## config.mk

```make
export PLATFORM = sky130hd
export DESIGN_NAME = mem_stage_lsu
export DESIGN_NICKNAME = d
export VERILOG_FILES = /design/src/rtl/mem_stage_lsu_pkg.sv /design/src/rtl/mem_stage_lsu_load_align.sv /design/src/rtl/mem_stage_lsu.sv
export SDC_FILE = /design/constraint.sdc
export NUM_CORES = 1
export LEC_CHECK = 0
export BUFFER_PORTS_ARGS = -buffer_cell sky130_fd_sc_hd__clkbuf_2
export CAP_MARGIN = 20
export CORE_ASPECT_RATIO = 2
export CORE_UTILIZATION = 45
export CTS_CLUSTER_DIAMETER = 150
export DETAILED_ROUTE_END_ITERATION = 7
export PLACE_DENSITY = 0.95
export RECOVER_POWER = 25
export SLEW_MARGIN = 20
export SYNTH_ARGS = -nofsm -noshare
export SYNTH_HDL_FRONTEND = slang
export SYNTH_SLANG_ARGS = --single-unit
```

## constraint.sdc

```tcl
create_clock -name clk -period 3.7 [get_ports clk]
set_input_delay 0.37 -clock clk [delete_from_list [all_inputs] [get_ports clk]]
set_output_delay 0.37 -clock clk [all_outputs]
set_load 0.01 [all_outputs]
```

## src/rtl/mem_stage_lsu_pkg.sv

```systemverilog
`default_nettype none
// ============================================================================
//  Module   : cpu_types (package)
//  Brief    : Shared funct3 encodings, LSU state type and the access legality
//             check used by the MEM-stage load/store unit.
//  Revision : 1.0  initial release
// ============================================================================
package cpu_types;

  // Access size / sign encodings carried in funct3
  localparam logic [2:0] F3_B  = 3'b000;
  localparam logic [2:0] F3_H  = 3'b001;
  localparam logic [2:0] F3_W  = 3'b010;
  localparam logic [2:0] F3_BU = 3'b100;
  localparam logic [2:0] F3_HU = 3'b101;

  typedef enum logic [1:0] {
    IDLE = 2'd0,
    REQ  = 2'd1,
    RESP = 2'd2,
    DONE = 2'd3
  } lsu_state_t;

  // True when an access must be faulted instead of reaching the bus:
  // simultaneous read+write, an unsupported funct3, or a misaligned address.
  function automatic logic lsu_illegal(input logic       rd,
                                       input logic       wr,
                                       input logic [2:0] f3,
                                       input logic [1:0] a);
    logic bad_f3;
    logic misal;
    bad_f3 = 1'b0;
    misal  = 1'b0;
    case (f3)
      F3_B:    ;
      F3_H:    misal  = a[0];
      F3_W:    misal  = |a;
      F3_BU:   bad_f3 = wr;
      F3_HU: begin
        bad_f3 = wr;
        misal  = a[0];
      end
      default: bad_f3 = 1'b1;
    endcase
    return (rd & wr) | bad_f3 | misal;
  endfunction

endpackage
`default_nettype wire

```

## src/rtl/mem_stage_lsu_load_align.sv

```systemverilog
`default_nettype none
// ============================================================================
//  Module   : lsu_load_align
//  Brief    : Selects the addressed byte/halfword lane of a read word and
//             sign- or zero-extends it according to funct3.
//  Revision : 1.0  initial release
// ============================================================================
module lsu_load_align
  import cpu_types::*;
(
  input  logic [31:0] rdata_i,
  input  logic [1:0]  addr_lo_i,
  input  logic [2:0]  funct3_i,
  output logic [31:0] result_o
);

  logic [7:0]  byte_w;
  logic [15:0] half_w;

  // Lane selection followed by extension; unsupported encodings return zero
  always_comb begin
    byte_w = rdata_i[7:0];
    case (addr_lo_i)
      2'd0: byte_w = rdata_i[7:0];
      2'd1: byte_w = rdata_i[15:8];
      2'd2: byte_w = rdata_i[23:16];
      2'd3: byte_w = rdata_i[31:24];
      default: byte_w = rdata_i[7:0];
    endcase
    half_w = addr_lo_i[1] ? rdata_i[31:16] : rdata_i[15:0];

    case (funct3_i)
      F3_B:    result_o = {{24{byte_w[7]}}, byte_w};
      F3_BU:   result_o = {24'h0, byte_w};
      F3_H:    result_o = {{16{half_w[15]}}, half_w};
      F3_HU:   result_o = {16'h0, half_w};
      F3_W:    result_o = rdata_i;
      default: result_o = 32'h0;
    endcase
  end

endmodule
`default_nettype wire

```

## src/rtl/mem_stage_lsu.sv

```systemverilog
`default_nettype none
// ============================================================================
//  Module   : mem_stage_lsu
//  Brief    : MEM-stage load/store unit. Drives a req/gnt/rvalid data bus,
//             stalls the pipeline while an access is in flight, faults
//             misaligned/illegal accesses without bus activity and returns
//             aligned, extended load data.
//  Revision : 1.0  initial release
// ============================================================================
module mem_stage_lsu #(
  parameter int BUS_TIMEOUT = 0
) (
  input  logic        clk,
  input  logic        reset,
  input  logic        mem_read,
  input  logic        mem_write,
  input  logic [2:0]  funct3,
  input  logic [31:0] addr,
  input  logic [31:0] wdata,
  output logic        dbus_req,
  output logic        dbus_we,
  output logic [31:0] dbus_addr,
  output logic [3:0]  dbus_be,
  output logic [31:0] dbus_wdata,
  input  logic        dbus_gnt,
  input  logic        dbus_rvalid,
  input  logic [31:0] dbus_rdata,
  output logic [31:0] mem_rdata,
  output logic        stall,
  output logic        mem_fault
);

  import cpu_types::*;

  lsu_state_t  state_q;
  logic [31:0] rdata_q;
  logic        fault_q;

  logic        access_w;
  logic        illegal_w;
  logic        legal_w;
  logic        timeout_w;
  logic [31:0] align_w;

  assign access_w  = mem_read | mem_write;
  assign illegal_w = access_w & lsu_illegal(mem_read, mem_write, funct3, addr[1:0]);
  assign legal_w   = access_w & ~illegal_w;

  // Inputs are frozen by stall for the whole access, so the request fields
  // can be derived directly from them in every state.
  assign dbus_we   = mem_write;
  assign dbus_addr = {addr[31:2], 2'b00};

  lsu_load_align u_align (
    .rdata_i   (dbus_rdata),
    .addr_lo_i (addr[1:0]),
    .funct3_i  (funct3),
    .result_o  (align_w)
  );

  // Store byte-enables and lane replication; loads always read the full word
  always_comb begin
    dbus_be    = 4'b1111;
    dbus_wdata = wdata;
    if (mem_write) begin
      case (funct3)
        F3_B: begin
          dbus_be    = 4'b0001 << addr[1:0];
          dbus_wdata = {4{wdata[7:0]}};
        end
        F3_H: begin
          dbus_be    = 4'b0011 << addr[1:0];
          dbus_wdata = {2{wdata[15:0]}};
        end
        default: begin
          dbus_be    = 4'b1111;
          dbus_wdata = wdata;
        end
      endcase
    end
  end

  // Bus-wait watchdog: counts cycles spent in REQ/RESP, saturating at the
  // limit so a grant on the last allowed cycle still times out cleanly in RESP.
  generate
    if (BUS_TIMEOUT > 0) begin : g_timeout
      localparam int CNT_W = (BUS_TIMEOUT > 1) ? $clog2(BUS_TIMEOUT) : 1;
      localparam logic [CNT_W-1:0] CNT_MAX = CNT_W'(BUS_TIMEOUT - 1);
      logic [CNT_W-1:0] cnt_q;
      logic             busy_w;

      assign busy_w    = (state_q == REQ) || (state_q == RESP);
      assign timeout_w = busy_w && (cnt_q == CNT_MAX);

      // Advance while waiting on the bus, clear whenever not waiting
      always_ff @(posedge clk) begin
        if (reset || !busy_w) begin
          cnt_q <= '0;
        end else if (cnt_q != CNT_MAX) begin
          cnt_q <= cnt_q + 1'b1;
        end
      end
    end else begin : g_no_timeout
      assign timeout_w = 1'b0;
    end
  endgenerate

  // Access sequencing and capture of the result presented in DONE.
  // A bus completion in the same cycle as the timeout takes priority.
  always_ff @(posedge clk) begin
    if (reset) begin
      state_q <= IDLE;
      rdata_q <= 32'h0;
      fault_q <= 1'b0;
    end else begin
      case (state_q)
        IDLE: begin
          rdata_q <= 32'h0;
          fault_q <= 1'b0;
          if (legal_w) begin
            if (dbus_gnt) state_q <= mem_read ? RESP : DONE;
            else          state_q <= REQ;
          end
        end
        REQ: begin
          if (dbus_gnt) begin
            state_q <= mem_read ? RESP : DONE;
          end else if (timeout_w) begin
            state_q <= DONE;
            fault_q <= 1'b1;
            rdata_q <= 32'h0;
          end
        end
        RESP: begin
          if (dbus_rvalid) begin
            state_q <= DONE;
            rdata_q <= align_w;
          end else if (timeout_w) begin
            state_q <= DONE;
            fault_q <= 1'b1;
            rdata_q <= 32'h0;
          end
        end
        DONE: begin
          state_q <= IDLE;
        end
        default: state_q <= IDLE;
      endcase
    end
  end

  // Handshake and pipeline-facing outputs; reset drops them at once
  always_comb begin
    dbus_req  = 1'b0;
    stall     = 1'b0;
    mem_fault = 1'b0;
    mem_rdata = 32'h0;
    if (!reset) begin
      case (state_q)
        IDLE: begin
          dbus_req  = legal_w;
          stall     = legal_w;
          mem_fault = illegal_w;
        end
        REQ: begin
          dbus_req = 1'b1;
          stall    = 1'b1;
        end
        RESP: begin
          stall = 1'b1;
        end
        DONE: begin
          mem_fault = fault_q;
          mem_rdata = rdata_q;
        end
        default: ;
      endcase
    end
  end

endmodule
`default_nettype wire

```

# Word-level counts from Yosys, hierarchy flattened
# Cells that the tools add are included.
# Widths: inputs -> output; s select.
[classes]
n_mux = 25
shift = 2
n_reduce_logical = 11
n_bitwise = 7
eq_ne = 13
[ops]
columns = ["op", "n"]
rows = [
  ["$pmux 32 s5", 1],
  ["$mux 32", 4],
  ["$pmux 32 s2", 2],
  ["$pmux 8 s4", 1],
  ["$mux 16", 1],
  ["$eq 2x2->1 const B", 4],
  ["$mux 2", 4],
  ["$pmux 1 s2", 4],
  ["$pmux 2 s4", 1],
  ["$pmux 4 s2", 1],
  ["$reduce_or 2->1", 4],
  ["$eq 3x3->1 const B", 2],
  ["$ne 2x2->1 const B", 3],
  ["$mux 1", 5],
  ["$eq 2x1->1 const B", 2],
  ["$logic_not 2->1", 2],
  ["$mux 4", 1],
  ["$shl 1x2->4 const A", 1],
  ["$shl 2x2->4 const A", 1],
  ["$and 1x1->1", 3],
  ["$eq 3x1->1 const B", 1],
  ["$eq 3x2->1 const B", 1],
  ["$logic_not 3->1", 1],
  ["$or 1x1->1", 3],
  ["5 further kinds", 5],
]
[totals]
word_cells = 60
out_inout_bits = 104
in_bits = 105
regBits = 34

# Depth between registers and ports, before layout
# Gate-level depths: netlist of run 1.
[depth]
ltp_word = 10
ltp_mapped = 8
ltp_nobuf = 6

# Hierarchy
# A second synthesis of run 1 with hierarchy kept.
[hier_totals]
cells_unflattened = 375
area_unflattened_um2 = 3273.1
[modules_own_cells]
columns = ["mod", "area_each_um2", "cells_each", "seq_area_each_um2", "n_inst"]
rows = [
  ["mem_stage_lsu", 2207.1, 247, 680.7, 1],
  ["lsu_load_align", 1066.0, 128, 0.0, 1],
]

# Worst setup path after synthesis of run 1
# OpenSTA, ideal clock, no wires.
[synth_timing]
kind = "input to output"
from = "in funct3[0]"
to = "out stall"
stages = 4
path_slack_ns = 1.912
required_time_ns = 3.330
path_buffers = 1
arrival_ns = 1.418
cell_sequence = "buf_2 > nor4_2 > o221ai_1 > a211oi_1"
[synth_between]
elab_chain_cells = 10
elab_cells_between_ends = 17
classes_between = "eq/ne: 4; mux: 4; bitwise: 5; reduce/logical: 4"
[synth_lines]
columns = ["item", "line", "text"]
rows = [
  ["start: declaration", "mem_stage_lsu.sv:17", "input logic [2:0] funct3,"],
  ["$eq 3x1->1 (tied with other cells)", "mem_stage_lsu_pkg.sv:34", "case (f3)"],
  ["$reduce_or 3->1 (no line) or $reduce_or 2->1 (tied branches)", "--", ""],
  ["$pmux 1 s2", "mem_stage_lsu_pkg.sv:34", ""],
  ["$or 1x1->1", "mem_stage_lsu_pkg.sv:45", "return (rd & wr) | bad_f3 | misal;"],
  ["$or 1x1->1 (*)", "mem_stage_lsu_pkg.sv:45", ""],
  ["$and 1x1->1 (*)", "mem_stage_lsu.sv:46", "assign illegal_w = access_w & lsu_illegal(mem_read, mem_write, funct3, addr[1:0]);"],
  ["$not 1->1 (*)", "mem_stage_lsu.sv:47", "assign legal_w = access_w & ~illegal_w;"],
  ["$and 1x1->1 (*)", "mem_stage_lsu.sv:47", ""],
  ["$pmux 1 s2 (*)", "mem_stage_lsu.sv:159", "case (state_q)"],
  ["$mux 1 (*)", "mem_stage_lsu.sv:158", "if (!reset) begin"],
  ["end: declaration", "mem_stage_lsu.sv:29", "output logic stall,"],
]
# Every way passes the cells marked *; elsewhere a longest branch is shown, timed or not.

# Final worst setup path of run 1
[layout_timing]
from = "in funct3[1]"
to = "out dbus_wdata[12]"
[layout_between]
elab_chain_cells = 3
elab_cells_between_ends = 4
classes_between = "eq/ne: 1; mux: 2; reduce/logical: 1"
[layout_lines]
columns = ["item", "line", "text"]
rows = [
  ["$eq 3x1->1 or $logic_not 3->1 (tied branches)", "mem_stage_lsu.sv:66", "case (funct3)"],
  ["$pmux 32 s2 (*)", "mem_stage_lsu.sv:66", ""],
  ["$mux 32 (*)", "mem_stage_lsu.sv:65", "if (mem_write) begin"],
  ["end: declaration", "mem_stage_lsu.sv:24", "output logic [31:0] dbus_wdata,"],
]
# Marks and branches as above.

==> metrics.txt, run 1 <==
status=complete, no violations; setup ws final=1.40 ns; top post-synthesis cells by area=dfxtp_1 24%, buf_4 12%, and2_1 7.2%; pwr dens=357 nW/um2; Total GRT Usage=0.289; maxcap violations=0; Buf+Inv Stages, Crit Path=2; Crit. Startpoint=funct3[1]; final cell count without fillers=491; setup TNS=0 ns; overflow left after global routing=0; initial DRC count=269; Slew @ Worst Pin=0.725 ns; Hold Path Class=input pin to flip-flop; total CTS buffers=5; clk sinks=34; hold-fix buffer count after cts=0; global-route wire length before repair=14.3 mm; num rows=40; Final min period=2.30 ns; Synth-to-Final Area Change=20.7%; CP Max Fanout=8; worst-case reg-to-reg path depth=7; CP max stage delay=0.61 ns; DRC viols=0; count of pins over their slew limit=0; Final Skew=0.00304 ns; drt total wl=9.64 mm; FMAX=0.434 GHz; routability cong.=0.923; register area share after synthesis=0.239; area leader, netlist=dfxtp_1; Yosys cell types=47; Final Hold Vio Count=0; vias per cell=5.77; Syn Inst Count=310; Reg2Reg Capture Point=rdata_q[4]; Min-Delay Endpoint=rdata_q[5]; DP Wirelength=7.71 mm; die extent in y=115 um; peak supply drop=0.173 mV; cell mode on critical path=clkbuf_2; r2r setup slk=1.72 ns; Setup Viol. Count Final=0; Setup WS pre-CTS=1.40 ns; Crit Path Category=input pin to output pin; most frequent cells after synthesis=44 x buf_4, 34 x dfxtp_1, 33 x and2_1, 17 x mux2i_1, 17 x nand2_1; maximum clock insertion buffer count=2; Crit path max-delay family=simple AND/OR/NAND/NOR gates; crit end category=output pin; # Post-CTS Setup Buffers=0; worst path arrival time=1.93 ns; WL per Instance=19.6 um; worst skew pair latency=0.28 ns; share of cells above drive strength 1=0.489; Post-Syn Area per Cell=9.19 um2; slowest stage cell, crit path=nor2b_1; initial antenna violation count=0; fill count=554; Synth Flop Type=dfxtp_1; synthesized cell area=2850 um2; # IOs=209; top cell type's share of synthesized area=0.239; CP Launch Type=input pin; count leader, synth=buf_4; drt pass-1 iters=4; Initial Utilization=0.471; asr flop ratio synth=0; Core ar.=6060 um2; root buffer cell=clkbuf_16; dpl cells=483; largest net degree at the start of global routing=33; Die Footprint=6680 um2; crit-path cells=clkbuf_2 -> nor3b_2 -> nor2b_1 -> mux2_2 -> clkbuf_2; number of global-route vias before repair=2,718; leakage=1.72 nW; EDFF count, synth=0; Tcrit/Tclk final=0.622; Vias=2,834; reg2reg start=state_q[1]; net count of the finished layout=516; FF+latch count, synth=34; hold depth=3; Post-DRT Antenna Nets=0; clock transition at the registers of the reported paths=0.05 ns; CTS resizes=0; Hold Crit Start=dbus_rdata[5]; x dimension of the die=58.3 um; WP data required=3.33 ns; ANT cells=0; port buffer count=146; CTS H-tree lvls=2; YS warnings=0; Slew HR=0.517; RSZ-0062 raised after global routing=false; CTS tree=yes
[through the flow]
stage / power [mW] / hold WS [ns] / instance area (um2) / util
2_1_floorplan: 0.714 / 0.434 / 2850 / -
3_3_place_gp: 0.804 / 0.457 / 3300 / 0.544
3_5_place_dp: 0.821 / 0.458 / 3300 / 0.544
4_1_cts: 1.23 / 0.330 / 3440 / 0.569
5_1_grt: 1.28 / 0.348 / 3440 / 0.568
6_report: 1.23 / 0.332 / 3440 / 0.568
[sequential cells by signal, summed over array words and instances (netlist names)]
name     cells
state_q      2
rdata_q     32
[power by group]
group | switching, mW | internal, mW | total [mW]
Sequential | 0.0187 | 0.385 | 0.404
Combinational | 0.243 | 0.170 | 0.413
Clock | 0.145 | 0.266 | 0.411
[cells by family after synthesis]
group,count (synthesis),synth area share
other,1,0.00132
AO/OA/AOI/OAI,71,0.198
AND/OR/NAND/NOR,82,0.176
multiplexers,42,0.191
adder cells (fa/ha/maj),5,0.0219
flip-flops,34,0.239
buffers and inverters,75,0.172
[worst max-delay path by stage]
| stage | to | slack (ns) | cells past startpoint |
|---|---|---|---|
| CTS | dbus_wdata[14] | 1.40 | 5 |
| detailed placement | dbus_wdata[14] | 1.40 | 5 |
| floorplan | stall | 1.91 | 4 |
| global route | dbus_wdata[12] | 1.25 | 5 |
| finish | dbus_wdata[12] | 1.40 | 5 |
| global placement | dbus_wdata[9] | 1.50 | 5 |
[worst register-to-register path: stages, from the launching register on]
cell and delay, ns:
dfxtp_1 0.43, inv_1 0.10, ha_1 0.29, or2_2 0.34, a21oi_2 0.13, buf_4 0.33
a222oi_1 0.22, inv_1 0.08
[placed cells by master (no fill, tap or decap), types with 2 or more instances in the layout]
master,Yosys,routed
clkbuf_2,1,142
dfxtp_1,34,34
and2_1,33,33
mux2i_1,17,17
nand2_1,17,17
mux2_2,16,16
a21oi_1,14,13
inv_1,12,12
nor2_1,11,11
o211ai_1,11,11
mux4_2,8,8
a22o_1,8,8
a221o_1,8,8
a221o_2,8,8
o21ai_0,7,7
a222oi_1,7,7
ha_1,5,5
clkbuf_16,0,5
clkbuf_1,3,5
buf_4,44,5
nand2b_1,4,4
nor2b_1,3,3
nor3b_2,1,2
conb_1,1,2
[per-layer routing]
layer / global-route usage / vias to the layer above / share of wire / wire length [um]
met1: 0.294 / 1315 / 0.32 / 3080
li1: - / 1279 / - / -
met4: 0.181 / 0 / 0.054 / 521
met3: 0.0678 / 55 / 0.10 / 988
met2: 0.513 / 185 / 0.52 / 5050
met5: 0 / - / 0 / 0
[layout make-up]
class	instances	area, um2	area share
multi-input combinational	202	1700	0.494
sequential	34	681	0.198
timing repair buffer	151	763	0.222
tap	84	105	0.0306
clock buffer	7	143	0.0415
clock inverter	1	5.00	0.00146
inverter	12	45.0	0.0131
(Power assumes the default switching activity.)
==> run 2: changes to the inputs <==
Settings changed: CORE_UTILIZATION 45 to 41, PLACE_DENSITY 0.95 to 0.9.
Clock period 3.7 ns to 2.2 ns, I/O delays scaled along.
==> run 2 against run 1 <==
  * Wire length down 7.2%
  * Flip-flop and latch count unchanged
  * First-iteration DRC count down 5.9%
  * Sequential power up 68%
  * Register-to-register slack worse by 1.3 ns
  * Via count down 2.8%
  * Clock skew down 0.00098 ns
  * Hold slack worse by 0.17 ns
  * Core utilization down 4.8 points
  * Die area up 9.5%
  * Largest cell class unchanged
  * Non-clock buffer count up 3
==> metrics.txt, run 2 (synthesis results as in run 1) <==
# IOs=209; count of pins over their slew limit=0; Slew HR=0.564; Most flops, register=rdata_q; leakage=1.73 nW; drt pass-1 iters=5; overflow left after global routing=0; global-route wire length before repair=13.5 mm; WL per Instance=18.0 um; worst path arrival time=1.69 ns; dpl cells=490; final cell count without fillers=497; maximum clock insertion buffer count=2; CTS H-tree lvls=2; largest net degree at the start of global routing=33; Final Hold Vio Count=0; setup ws final=0.285 ns; status=complete, no violations; maxcap violations=0; Post-DRT Antenna Nets=0; CP max stage delay=0.36 ns; max reg flops=32; hold_ws=0.164 ns; Final Skew=0.00206 ns; hold-fix buffer count after cts=0; Final min period=1.91 ns; # Post-CTS Setup Buffers=0; Setup Viol. Count Final=0; vias per cell=5.54; pwr dens=593 nW/um2; Multi-input gate area=1700 um2; peak supply drop=0.287 mV; most common cell after layout, fill and taps aside=clkbuf_2; register area=681 um2; Crit Path Category=flip-flop to output pin; DP Wirelength=7.21 mm; setup TNS=0 ns; WP data required=1.98 ns; Synth-to-Final Area Change=21.6%; num rows=42; x dimension of the die=61.0 um; Total GRT Usage=0.250; total CTS buffers=5; Setup WS pre-CTS=0.318 ns; share of cells above drive strength 1=0.494; root buffer cell=clkbuf_16; Vias=2,754; worst skew pair latency=0.28 ns; Die Footprint=7310 um2; Core ar.=6670 um2; Hold Path Class=input pin to flip-flop; CP Launch Type=flip-flop; Largest regs=rdata_q x32, state_q x2; RSZ-0062 raised after global routing=false; Tcrit/Tclk final=0.870; crit-path cells=inv_1 -> ha_1 -> o221ai_1 -> a211oi_1 -> clkbuf_2; drt total wl=8.94 mm; routability cong.=0.851; crit end category=output pin; slowest stage cell, crit path=dfxtp_1; die extent in y=120 um; CTS resizes=0; net count of the finished layout=519; DRC viols=0; CTS tree=yes; number of global-route vias before repair=2,696; initial antenna violation count=0; port buffer count=146; ANT cells=0; Initial Utilization=0.427; most frequent cells in the layout=142 x clkbuf_2, 34 x dfxtp_1, 33 x and2_1, 17 x mux2i_1, 17 x nand2_1; clk sinks=34; Slew @ Worst Pin=0.654 ns; CP Max Fanout=8; FMAX=0.522 GHz; initial DRC count=253; clock transition at the registers of the reported paths=0.05 ns; fill count=683
-- run 2: changes by cell type in the layout (fill, tap and decap cells not counted) --
| cell | previous run | this run |
|---|---|---|
| buf_4 | 5 | 7 |
| buf_12 | 0 | 1 |
| clkbuf_8 | 1 | 0 |
| clkinv_2 | 1 | 2 |
| clkbuf_1 | 5 | 4 |
-- run 2: area by class of cell --
type,instances,area share
Clock buffer,5,0.0361
Inverter,12,0.0130
Tap cell,88,0.0318
Timing Repair Buffer,154,0.230
Sequential cell,34,0.196
Clock inverter,2,0.00289
Multi-Input combinational cell,202,0.490
-- run 2: power breakdown --
part	internal [mW]	switching, mW	total (mW)
Combinational	0.307	0.398	0.705
Clock	0.408	0.265	0.673
Sequential	0.648	0.0292	0.677
-- run 2: per-stage QoR --
step | util | area (um2) | total power, mW
2_1_floorplan | - | 2850 | 1.20
5_1_grt | 0.519 | 3470 | 2.15
3_3_place_gp | 0.500 | 3340 | 1.37
6_report | 0.519 | 3470 | 2.06
3_5_place_dp | 0.500 | 3340 | 1.40
4_1_cts | 0.520 | 3470 | 2.06
-- run 2: worst paths after layout --
kind	from	end	slack, ns	cells after the start
worst min register to register	rdata_q[9]	rdata_q[9]	0.47	1
worst max register to register	state_q[0]	rdata_q[3]	0.39	7
worst max-delay path	state_q[1]	stall	0.29	5
worst min-delay path	dbus_rdata[2]	rdata_q[2]	0.16	3
-- run 2: layer usage --
metal	GRT usage	share of wire	up-vias
li1	-	-	1285
met1	0.258	0.33	1262
met2	0.443	0.52	165
met3	0.0420	0.095	42
met4	0.151	0.051	0
met5	0	0	-
-- run 2: critical path, delay by kind of cell (launching register included) --
kind	cells	cell delay (ns)
AOI/OAI and AO/OA	2	0.49
adders and majority gates	1	0.29
buffers and inverters	2	0.27
DFF	1	0.36
